<file path="src/rtl/m1_frame_sequencer_if.sv">
// Signal bundle between the M1 frame sequencer, its word filler and the
// downstream consumer. The sequencer is the master side; the environment
// (filler, consumer and run control) is the slave side.
interface m1_frame_sequencer_if;
    logic        enable;
    logic        outReady;
    logic [11:0] fillerWord;
    logic        bufGetWord;
    logic [6:0]  bufRdPointer;
    logic [4:0]  cntGrp;
    logic [11:0] outWord;
    logic        outValid;
    logic        outFrameStart;
    logic        overrun;
    logic        busy;

    modport master (
        input  enable, outReady, fillerWord,
        output bufGetWord, bufRdPointer, cntGrp, outWord,
               outValid, outFrameStart, overrun, busy
    );

    modport slave (
        output enable, outReady, fillerWord,
        input  bufGetWord, bufRdPointer, cntGrp, outWord,
               outValid, outFrameStart, overrun, busy
    );
endinterface

</file>
<file path="src/rtl/m1_frame_sequencer.sv">
// M1 frame sequencer: paces word requests to the filler on a slot tick,
// captures the returned word and presents it downstream with a valid/ready
// handshake, walking pointer 0..PTR_MAX within group 0..GRP_MAX per frame.
module m1_frame_sequencer #(
    parameter int TICK_DIV = 16,
    parameter int PTR_MAX  = 127,
    parameter int GRP_MAX  = 31
) (
    input  logic                   clk,
    input  logic                   reset,
    m1_frame_sequencer_if.master   bus
);
    localparam logic [7:0] TICK_LAST = 8'(TICK_DIV - 1);
    localparam logic [6:0] PTR_LAST  = 7'(PTR_MAX);
    localparam logic [4:0] GRP_LAST  = 5'(GRP_MAX);

    typedef enum logic [2:0] {
        IDLE,
        WAIT_TICK,
        STROBE,
        CAPTURE,
        PRESENT
    } state_t;

    state_t      r_state;
    state_t      w_next;
    logic [7:0]  r_tick_cnt;
    logic [6:0]  r_ptr;
    logic [4:0]  r_grp;
    logic [11:0] r_word;
    logic        r_valid;
    logic        r_fstart;
    logic        r_overrun;
    logic        w_tick;
    logic        w_hs;
    logic        w_at_start;

    assign w_tick     = (r_tick_cnt == TICK_LAST);
    assign w_hs       = r_valid && bus.outReady;
    assign w_at_start = (r_ptr == '0) && (r_grp == '0);

    // Next-state selection; stop requests only take effect at a frame boundary
    always_comb begin
        w_next = r_state;
        case (r_state)
            IDLE:      if (bus.enable) w_next = WAIT_TICK;
            WAIT_TICK: begin
                if (!bus.enable && w_at_start) w_next = IDLE;
                else if (w_tick)               w_next = STROBE;
            end
            STROBE:    w_next = CAPTURE;
            CAPTURE:   w_next = PRESENT;
            PRESENT:   if (w_hs) w_next = WAIT_TICK;
            default:   w_next = IDLE;
        endcase
    end

    // State register
    always_ff @(posedge clk) begin
        if (!reset) r_state <= IDLE;
        else        r_state <= w_next;
    end

    // Slot tick divider, free-running outside IDLE
    always_ff @(posedge clk) begin
        if (!reset || r_state == IDLE) r_tick_cnt <= '0;
        else if (w_tick)               r_tick_cnt <= '0;
        else                           r_tick_cnt <= r_tick_cnt + 8'd1;
    end

    // Word capture, handshake, pointer/group advance and overrun tracking
    always_ff @(posedge clk) begin
        if (!reset) begin
            r_ptr     <= '0;
            r_grp     <= '0;
            r_word    <= '0;
            r_valid   <= 1'b0;
            r_fstart  <= 1'b0;
            r_overrun <= 1'b0;
        end else begin
            case (r_state)
                IDLE: begin
                    r_ptr <= '0;
                    r_grp <= '0;
                    if (bus.enable) r_overrun <= 1'b0;
                end
                CAPTURE: begin
                    r_word   <= bus.fillerWord;
                    r_valid  <= 1'b1;
                    r_fstart <= w_at_start;
                end
                PRESENT: begin
                    if (w_hs) begin
                        r_valid  <= 1'b0;
                        r_fstart <= 1'b0;
                        if (r_ptr == PTR_LAST) begin
                            r_ptr <= '0;
                            r_grp <= (r_grp == GRP_LAST) ? '0 : r_grp + 5'd1;
                        end else begin
                            r_ptr <= r_ptr + 7'd1;
                        end
                    end else if (w_tick) begin
                        r_overrun <= 1'b1;
                    end
                end
                default: ;
            endcase
        end
    end

    assign bus.bufGetWord    = (r_state == STROBE);
    assign bus.busy          = (r_state != IDLE);
    assign bus.bufRdPointer  = r_ptr;
    assign bus.cntGrp        = r_grp;
    assign bus.outWord       = r_word;
    assign bus.outValid      = r_valid;
    assign bus.outFrameStart = r_fstart;
    assign bus.overrun       = r_overrun;
endmodule

</file>
<file path="src/flat_wrapper.sv">
// flat-port wrapper written by rule: the top's interface ports become plain ports
module m1_frame_sequencer_flat 
#(
    parameter int TICK_DIV = 16,
    parameter int PTR_MAX  = 127,
    parameter int GRP_MAX  = 31
)
  (clk, reset, bus_enable, bus_outReady, bus_fillerWord, bus_bufGetWord, bus_bufRdPointer, bus_cntGrp, bus_outWord, bus_outValid, bus_outFrameStart, bus_overrun, bus_busy);
  m1_frame_sequencer_if bus_i ();
  input  logic clk;
  input  logic reset;
  input wire logic [$bits(bus_i.enable)-1:0] bus_enable;
  input wire logic [$bits(bus_i.outReady)-1:0] bus_outReady;
  input wire logic [$bits(bus_i.fillerWord)-1:0] bus_fillerWord;
  output wire logic [$bits(bus_i.bufGetWord)-1:0] bus_bufGetWord;
  output wire logic [$bits(bus_i.bufRdPointer)-1:0] bus_bufRdPointer;
  output wire logic [$bits(bus_i.cntGrp)-1:0] bus_cntGrp;
  output wire logic [$bits(bus_i.outWord)-1:0] bus_outWord;
  output wire logic [$bits(bus_i.outValid)-1:0] bus_outValid;
  output wire logic [$bits(bus_i.outFrameStart)-1:0] bus_outFrameStart;
  output wire logic [$bits(bus_i.overrun)-1:0] bus_overrun;
  output wire logic [$bits(bus_i.busy)-1:0] bus_busy;
  assign bus_i.enable = bus_enable;
  assign bus_i.outReady = bus_outReady;
  assign bus_i.fillerWord = bus_fillerWord;
  assign bus_bufGetWord = bus_i.bufGetWord;
  assign bus_bufRdPointer = bus_i.bufRdPointer;
  assign bus_cntGrp = bus_i.cntGrp;
  assign bus_outWord = bus_i.outWord;
  assign bus_outValid = bus_i.outValid;
  assign bus_outFrameStart = bus_i.outFrameStart;
  assign bus_overrun = bus_i.overrun;
  assign bus_busy = bus_i.busy;
  m1_frame_sequencer #(.TICK_DIV(TICK_DIV), .PTR_MAX(PTR_MAX), .GRP_MAX(GRP_MAX)) u_core (.clk(clk), .reset(reset), .bus(bus_i));
endmodule
</file>
<file path="config.mk">
export PLATFORM = sky130hd
export DESIGN_NAME = m1_frame_sequencer_flat
export DESIGN_NICKNAME = d
export VERILOG_FILES = /design/src/rtl/m1_frame_sequencer_if.sv /design/src/rtl/m1_frame_sequencer.sv /design/src/flat_wrapper.sv
export SDC_FILE = /design/constraint.sdc
export NUM_CORES = 1
export LEC_CHECK = 0
export ABC_AREA = 1
export BUFFER_PORTS_ARGS = -buffer_cell sky130_fd_sc_hd__buf_2
export CAP_MARGIN = 20
export CORE_MARGIN = 5
export CORE_UTILIZATION = 40
export CTS_CLUSTER_DIAMETER = 120
export CTS_CLUSTER_SIZE = 12
export DETAILED_ROUTE_END_ITERATION = 7
export SLEW_MARGIN = 20
export SYNTH_ARGS = -nofsm -noshare
export SYNTH_HDL_FRONTEND = slang
export SYNTH_SLANG_ARGS = --single-unit
</file>
<file path="constraint.sdc">
create_clock -name clk -period 3.5 [get_ports clk]
set_clock_uncertainty 0.15 [all_clocks]
set_input_delay 0.525 -clock clk [delete_from_list [all_inputs] [get_ports clk]]
set_output_delay 0.525 -clock clk [all_outputs]
set_load 0.05 [all_outputs]
</file>
; ---- Word-level counts from Yosys, hierarchy flattened
; Cells that the tools add are included.
; W data, S select, Z words.
[classes]
mux = 19
shift = 0
n_bitwise = 0
multipliers = 0
n_eq_ne = 13
div = 0
addsub = 3
n_reduce_logical = 18
n_lt_le_gt_ge = 0
[ops]
columns = operator, n
row1 = $mux W5, 3
row2 = $pmux W3 S5, 1
row3 = $mux W7, 2
row4 = $pmux W7 S2, 1
row5 = $mux W3, 4
row6 = $pmux W5 S2, 1
row7 = $add A8 B1 Y8 const B, 1
row8 = $eq A8 B4 Y1 const B, 1
row9 = $add A7 B1 Y7 const B, 1
row10 = $eq A7 B7 Y1 const B, 1
row11 = $logic_not A7 Y1, 1
row12 = $eq A3 B2 Y1 const B, 2
row13 = $ne A2 B1 Y1 const B, 3
row14 = $pmux W1 S2, 3
row15 = $reduce_and A3 Y1, 2
row16 = $add A5 B1 Y5 const B, 1
row17 = $eq A5 B5 Y1 const B, 1
row18 = $logic_not A5 Y1, 1
row19 = $mux W1, 4
row20 = $ne A2 B2 Y1 const B, 2
row21 = $reduce_and A2 Y1, 2
row22 = $reduce_and A4 Y1, 1
row23 = $reduce_bool A2 Y1, 2
row24 = $eq A3 B1 Y1 const B, 1
row25 = other kinds (8), 11
[totals]
reg_bits = 38
mem_bits_ro = 0
out_inout_bits = 29
word_cells = 61
latch_bits = 0
in_bits = 16
ram_bits = 0
memories = 0

; ---- Longest topological paths before layout
; Gate-level depths: netlist of the first run.
[logic_depth]
depth_word = 5
depth_mapped = 9

; ---- Least setup slack after synthesis of the first run
; Ideal clock, no wire load.
[synth_timing]
path_type = register -> output
start = register u_core.r_state[2]
end = output bus_bufGetWord
slack_ps = 1204
path_buffers = 1
arrival_ps = 1621
required_ps = 2825
path_stages_with_launch = 3
cell_sequence = dfxtp_1 -> buf_4 -> nor3_1
[synth_via]
elab_chain_len = 1
[synth_rtl]
columns = item, line_no
row1 = from (decl), m1_frame_sequencer.sv:25  ; state_t r_state;
row2 = from (signal assigned), m1_frame_sequencer.sv:61  ; else r_state <= w_next;
row3 = $eq A3 B2 Y1, m1_frame_sequencer.sv:111  ; assign bus.bufGetWord = (r_state == STROBE);
row4 = to (decl), flat_wrapper.sv:15  ; output wire logic [$bits(bus_i.bufGetWord)-1:0] bus_bufGetWord;
; Every way passes these cells.

; ---- Final worst setup path of the first run
[layout_timing]
start = register u_core.r_state[1]
end = output bus_bufGetWord
; The elaborated chain is that of the path after synthesis.

==> impl_metrics.json, run 1 <==
{
  "timing_worst_setup_path_type": "reg2out",
  "combPwrFrac_pct": 44.4,
  "coreArea_um2": 4290,
  "dieArea_um2": 5760,
  "power.leakage_nw": 0.966,
  "max_freq_ghz": 0.482,
  "setup_violations": 0,
  "hold_violations": 0,
  "cts_setup_buffers": 0,
  "routed.top_layer": "met4",
  "hold_buffers": 0,
  "cts_buffers": 5,
  "initial_utilization_pct": 40.5,
  "max_slew_margin_pct": 68.0,
  "fin_crit_ns": 2.07,
  "dp_hpwl_um": 2690,
  "place.gp.congestion": 0.768,
  "status": "finished clean",
  "setup_ws_ns": 1.43,
  "num_vias": 1571,
  "wl_per_cell_um": 10.7,
  "path_max_fanout": 3,
  "p_switching_w": 0.000695,
  "htreeDepth": 2,
  "routed_wl_um": 3620,
  "ir_drop_mv": 0.325,
  "crit_start": "u_core.r_state[1]",
  "worst_pin_slew_ns": 0.478,
  "holdWs_ns": 0.309,
  "grt_overflow_total": 0,
  "slew_violations": 0,
  "cts_resized": 0,
  "worstReg2RegStart": "u_core.r_state[0]",
  "dr_wl_met2_um": 1590,
  "ys_seq_area_share_pct": 43.8,
  "cts.path.max_buffers": 2,
  "synth_edf_count": 0,
  "grt_pass1_vias": 1492,
  "ant_nets": 0,
  "rsz0062_at_grt": "false",
  "endpoint": "bus_bufGetWord",
  "synthTopCellsByCount": "nor2_1, dfxtp_1, nand2_1, inv_1, o21ai_0",
  "synthDistinctLibCells": 25,
  "grt_pass1_wl_um": 6410,
  "grt_max_degree": 24,
  "place_ws_ns": 1.74,
  "worstRegToRegCells": 5,
  "area_delta_synth_final_pct": 18.9,
  "max_cap_viol_count": 0,
  "synth_top_cell_area_share_pct": 43.8,
  "cts_tree": "built",
  "clkPwrFrac_pct": 18.5,
  "synth_most_common_cell": "nor2_1",
  "worstPathArrival_ns": 1.40,
  "nets": 307,
  "initialDrtViolationCount": 92,
  "power_w": 0.00151,
  "start_kind": "flop",
  "die_w_um": 75.9,
  "clkTransAtPathRegs_ns": 0.07,
  "wl_met1_um": 1750,
  "yosysWarnings": 0,
  "min_from": "bus_fillerWord[6]",
  "switching_share_pct": 46.1,
  "ys_seq_elements": 38,
  "clock-sinks": 38,
  "netlist_area_um2": 1740,
  "period_share_pct": 59.3,
  "seq_power_share_pct": 37.1,
  "synth_area_leaders": "dfxtp_1, nor2_1, nand2_1, o21ai_0, inv_1",
  "via_per_inst": 4.66,
  "synth_top_area_cell": "dfxtp_1",
  "clk_latency_ns": 0.28,
  "antenna_found_initial": 0,
  "hold_path.class": "in2reg",
  "reg2reg_to": "u_core.bus.outFrameStart",
  "power_density_nw_per_um2": 730,
  "synthCells": 240,
  "drtPass1Iterations": 4,
  "p_int_w": 0.000814,
  "die_h_um": 75.9,
  "synth_ff_type": "dfxtp_1",
  "grt.total_usage_pct": 12.9,
  "finalSetupTns_ns": 0,
  "crit_path_end_kind": "output port",
  "drc_errors": 0,
  "io_pins": 45,
  "synth.net_count": 262,
  "synthArstFlopShare_pct": 0,
  "cts_root_buf": "clkbuf_8",
  "numPortBuffers": 44,
  "cp.required_ns": 2.82,
  "antenna_cells": 0,
  "drive_above_1_share_pct": 22.1,
  "rows": 24,
  "wl_met3_um": 239,
  "rrSetupSlack_ns": 1.85,
  "synth.avg_cell_area_um2": 7.24
}
==> layout make-up <==
type | instances | area [um2]
flip-flops and latches | 38 | 761
well taps | 52 | 65.1
repair buffers | 44 | 220
inverters | 27 | 101
fillers | 459 | 2230
multi-input cells | 169 | 840
clock inverters | 2 | 10.0
clock buffers | 5 | 68.8
==> how the worst min path moves through the flow <==
stage / endpoint / slack [ns] / depth (start not counted)
global route: u_core.bus.outWord[6] / 0.31 / 3
floorplan: u_core.r_tick_cnt[0] / 0.28 / 1
global placement: u_core.r_tick_cnt[0] / 0.30 / 1
CTS: u_core.bus.outWord[6] / 0.31 / 3
finish: u_core.bus.outWord[6] / 0.31 / 3
detailed placement: u_core.r_tick_cnt[0] / 0.31 / 1
==> cell families after synthesis <==
logic type / share of synthesized area (%)
flip-flops: 43.8
AO/OA/AOI/OAI: 11.4
XOR/XNOR: 1.51
AND/OR/NAND/NOR: 31.1
buffers and inverters: 7.92
adder cells (fa/ha/maj): 4.32
==> worst max-delay path, stage by stage, from the launching register on <==
cell,delay (ns)
dfxtp_1,0.41
inv_1,0.11
nor3_1,0.27
buf_2,0.33
==> per-layer routing <==
layer | vias up | global-route usage, %
met4 | 0 | 4.80
met2 | 33 | 21.4
li1 | 859 | -
met5 | - | 0
met1 | 675 | 15.5
met3 | 4 | 3.91
==> cells in the final DEF, fill, tap and decap left out, drive strengths merged <==
master / n
ha: 6
nor2: 54
o21ai: 18
or2: 1
inv: 27
nand2: 37
clkinv: 2
nand3: 16
nor3: 11
xnor2: 1
dfxtp: 38
buf: 44
xor2: 2
nand4: 3
clkbuf: 5
nor3b: 1
a31oi: 1
a21oi: 18
==> stage by stage <==
step | cell area [um2] | utilization, % | cells
final | 2070 | 48.1 | 337
after global routing | 2070 | 48.1 | 337
after CTS | 2070 | 48.1 | 337
after detailed placement | 1990 | 46.3 | 330
after global placement | 1990 | 46.3 | 330
after floorplan | 1740 | - | 240
==> registers in the layout, indices dropped and copies added, names as in the netlist <==
name	count
u_core.bus.overrun	1
u_core.bus.bufRdPointer	7
u_core.bus.cntGrp	5
u_core.r_tick_cnt	8
u_core.bus.outFrameStart	1
u_core.bus.outValid	1
u_core.r_state	3
u_core.bus.outWord	12
==> power groups by stage <==
stage	combinational (W)	sequential, W	clock (W)
2_1_floorplan	0.000397	0.000725	0
3_5_place_dp	0.000677	0.000568	0
4_1_cts	0.000678	0.000560	0.000295
3_3_place_gp	0.000677	0.000568	0
6_report	0.000670	0.000559	0.000280
5_1_grt	0.000751	0.000569	0.000311
Power figures use the tool's default switching activity.
==> inputs of run 2 (changes only) <==
PLACE_DENSITY = 0.66   (was not set)
clock period = 1.7 ns   (was 3.5 ns; I/O delays follow)
==> run 2 against run 1 <==
  * Power grew 130%
  * Combinational power grew 130%
  * First-iteration DRC count shrank 15%
  * Setup slack lost 1.4 ns
  * Core utilization grew 3.0 points
  * Clock power grew to 2.7 times the previous value
  * Worst hold slack lost 0.27 ns
  * Sequential share of layout area shrank 1.9 points
==> impl_metrics.json, run 2 (synthesis results as in run 1) <==
{
  "status": "finished clean",
  "grt.total_usage_pct": 13.8,
  "cp.required_ns": 1.29,
  "cts_tree": "built",
  "n_fill_cell": 425,
  "setup_violations": 0,
  "crit_chain": "inv_1, nor3_2, buf_6",
  "wl_per_cell_um": 11.1,
  "grt_overflow_total": 0,
  "design_area_um2": 2190,
  "clkTransAtPathRegs_ns": 0.08,
  "routed_wl_um": 3820,
  "io_pins": 45,
  "clkPwrFrac_pct": 21.8,
  "hold_violations": 0,
  "layout_commonest_cell": "nor2_1",
  "seq_power_share_pct": 33.8,
  "via_per_inst": 4.71,
  "rsz0062_at_grt": "true",
  "area_delta_synth_final_pct": 26.2,
  "worst_pin_slew_ns": 0.383,
  "grt_pass1_wl_um": 6680,
  "place_ws_ns": 0.0876,
  "ir_drop_mv": 0.592,
  "ant_nets": 0,
  "dp_hpwl_um": 2880,
  "die_w_um": 75.9,
  "power.leakage_nw": 1.02,
  "rrSetupSlack_ns": 0.10,
  "combPwrFrac_pct": 44.4,
  "p_switching_w": 0.00149,
  "grt_pass1_vias": 1530,
  "path_buf_inv": 2,
  "min_from": "bus_fillerWord[0]",
  "htreeDepth": 2,
  "dieArea_um2": 5760,
  "final_util_pct": 51.1,
  "reg2reg_to": "u_core.bus.cntGrp[3]",
  "numPortBuffers": 44,
  "worstRegToRegCells": 9,
  "period_share_pct": 97.9,
  "dpl_cell_area_um2": 2040,
  "whs_endpoint": "u_core.bus.outWord[0]",
  "clk_latency_ns": 0.29,
  "die_h_um": 75.9,
  "drive_above_1_share_pct": 26.7,
  "switching_share_pct": 43.4,
  "grt_max_degree": 18,
  "coreArea_um2": 4290,
  "antenna_found_initial": 0,
  "max_slew_margin_pct": 74.3,
  "place.gp.congestion": 0.789,
  "critPathTopFamily": "flip-flops",
  "crit_path_end_kind": "output port",
  "hold-path-cell-count": 3,
  "cts_buffers": 5,
  "clock-sinks": 38,
  "worstReg2RegStart": "u_core.bus.cntGrp[0]",
  "drtPass1Iterations": 4,
  "nets": 313,
  "cts_root_buf": "clkbuf_8",
  "power_density_nw_per_um2": 1570,
  "largest_reg_flops": 12,
  "setup_ws_ns": 0.0357,
  "p_int_w": 0.00195,
  "hold_path.class": "in2reg",
  "start_kind": "flop",
  "num_vias": 1619,
  "worstPathArrival_ns": 1.26,
  "hold_buffers": 0,
  "timing_worst_setup_path_type": "reg2out",
  "fin_crit_ns": 1.66,
  "slowest_delay_ns": 0.42,
  "critPathSlowestCell": "dfxtp_1",
  "layout.cells.most_common_list": "nor2_1, buf_2, nand2_1, dfxtp_1, inv_1",
  "antenna_cells": 0,
  "initialDrtViolationCount": 78,
  "rows": 24,
  "drc_errors": 0,
  "slew_violations": 0,
  "holdWs_ns": 0.0386,
  "initial_utilization_pct": 40.5,
  "max_freq_ghz": 0.601,
  "max_cap_viol_count": 0,
  "path_max_fanout": 3,
  "cts.path.max_buffers": 2
}
[run 2: per-stage QoR]
| step | TNS, ns | power (W) | cells |
|---|---|---|---|
| 6_report | 0 | 0.00344 | 344 |
| 3_3_place_gp | 0 | 0.00267 | 334 |
| 4_1_cts | 0 | 0.00344 | 342 |
| 2_1_floorplan | 0 | 0.00232 | 240 |
| 5_1_grt | -0.00569 | 0.00367 | 344 |
| 3_5_place_dp | 0 | 0.00268 | 334 |
[run 2: worst max path at each step]
stage,startpoint,to,slack [ns],cells past startpoint
2_1_floorplan,u_core.bus.bufRdPointer[2],u_core.bus.cntGrp[3],0.001,7
3_3_place_gp,u_core.bus.cntGrp[0],u_core.bus.cntGrp[3],0.14,9
3_5_place_dp,u_core.bus.cntGrp[0],u_core.bus.cntGrp[3],0.09,9
4_1_cts,u_core.r_state[1],bus_bufGetWord,0.02,3
5_1_grt,u_core.r_state[1],bus_bufGetWord,-0.006,3
6_report,u_core.r_state[1],bus_bufGetWord,0.04,3
[run 2: final cells by class]
type / instances / area (um2) / share of cell area [%]
tap: 52 / 65.1 / 2.97
timing repair buffer: 50 / 287 / 13.1
clock inverter: 1 / 30.0 / 1.37
multi-input combinational: 169 / 867 / 39.5
clock buffer: 7 / 76.3 / 3.48
sequential: 38 / 767 / 35.0
inverter: 27 / 101 / 4.62
[run 2: repair_timing]
item | CTS | global route
setup endpoints to repair | 2 | 16
resized for setup | 2 | 8
setup buffers | 0 | 2
pin swaps | 0 | 3
[run 2: power by group through the flow]
stage / clock network [W] / registers, W / logic [W]
2_1_floorplan: 0 / 0.00150 / 0.000819
3_3_place_gp: 0 / 0.00118 / 0.00149
3_5_place_dp: 0 / 0.00118 / 0.00150
4_1_cts: 0.000768 / 0.00116 / 0.00151
5_1_grt: 0.000809 / 0.00118 / 0.00168
6_report: 0.000751 / 0.00116 / 0.00153
[run 2: tightest hold or removal path, delay by kind of cell]
| kind | cells | cell delay, ns |
|---|---|---|
| buffers and inverters | 1 | 0.07 |
| and+or+nand+nor | 2 | 0.11 |
[run 2: routing by layer]
metal,part of all wire [%],up-vias,track usage (%)
met5,0,-,0
met4,1.9,0,5.34
met3,4.8,7,4.50
met2,47,30,23.0
met1,46,713,16.3
li1,-,869,-
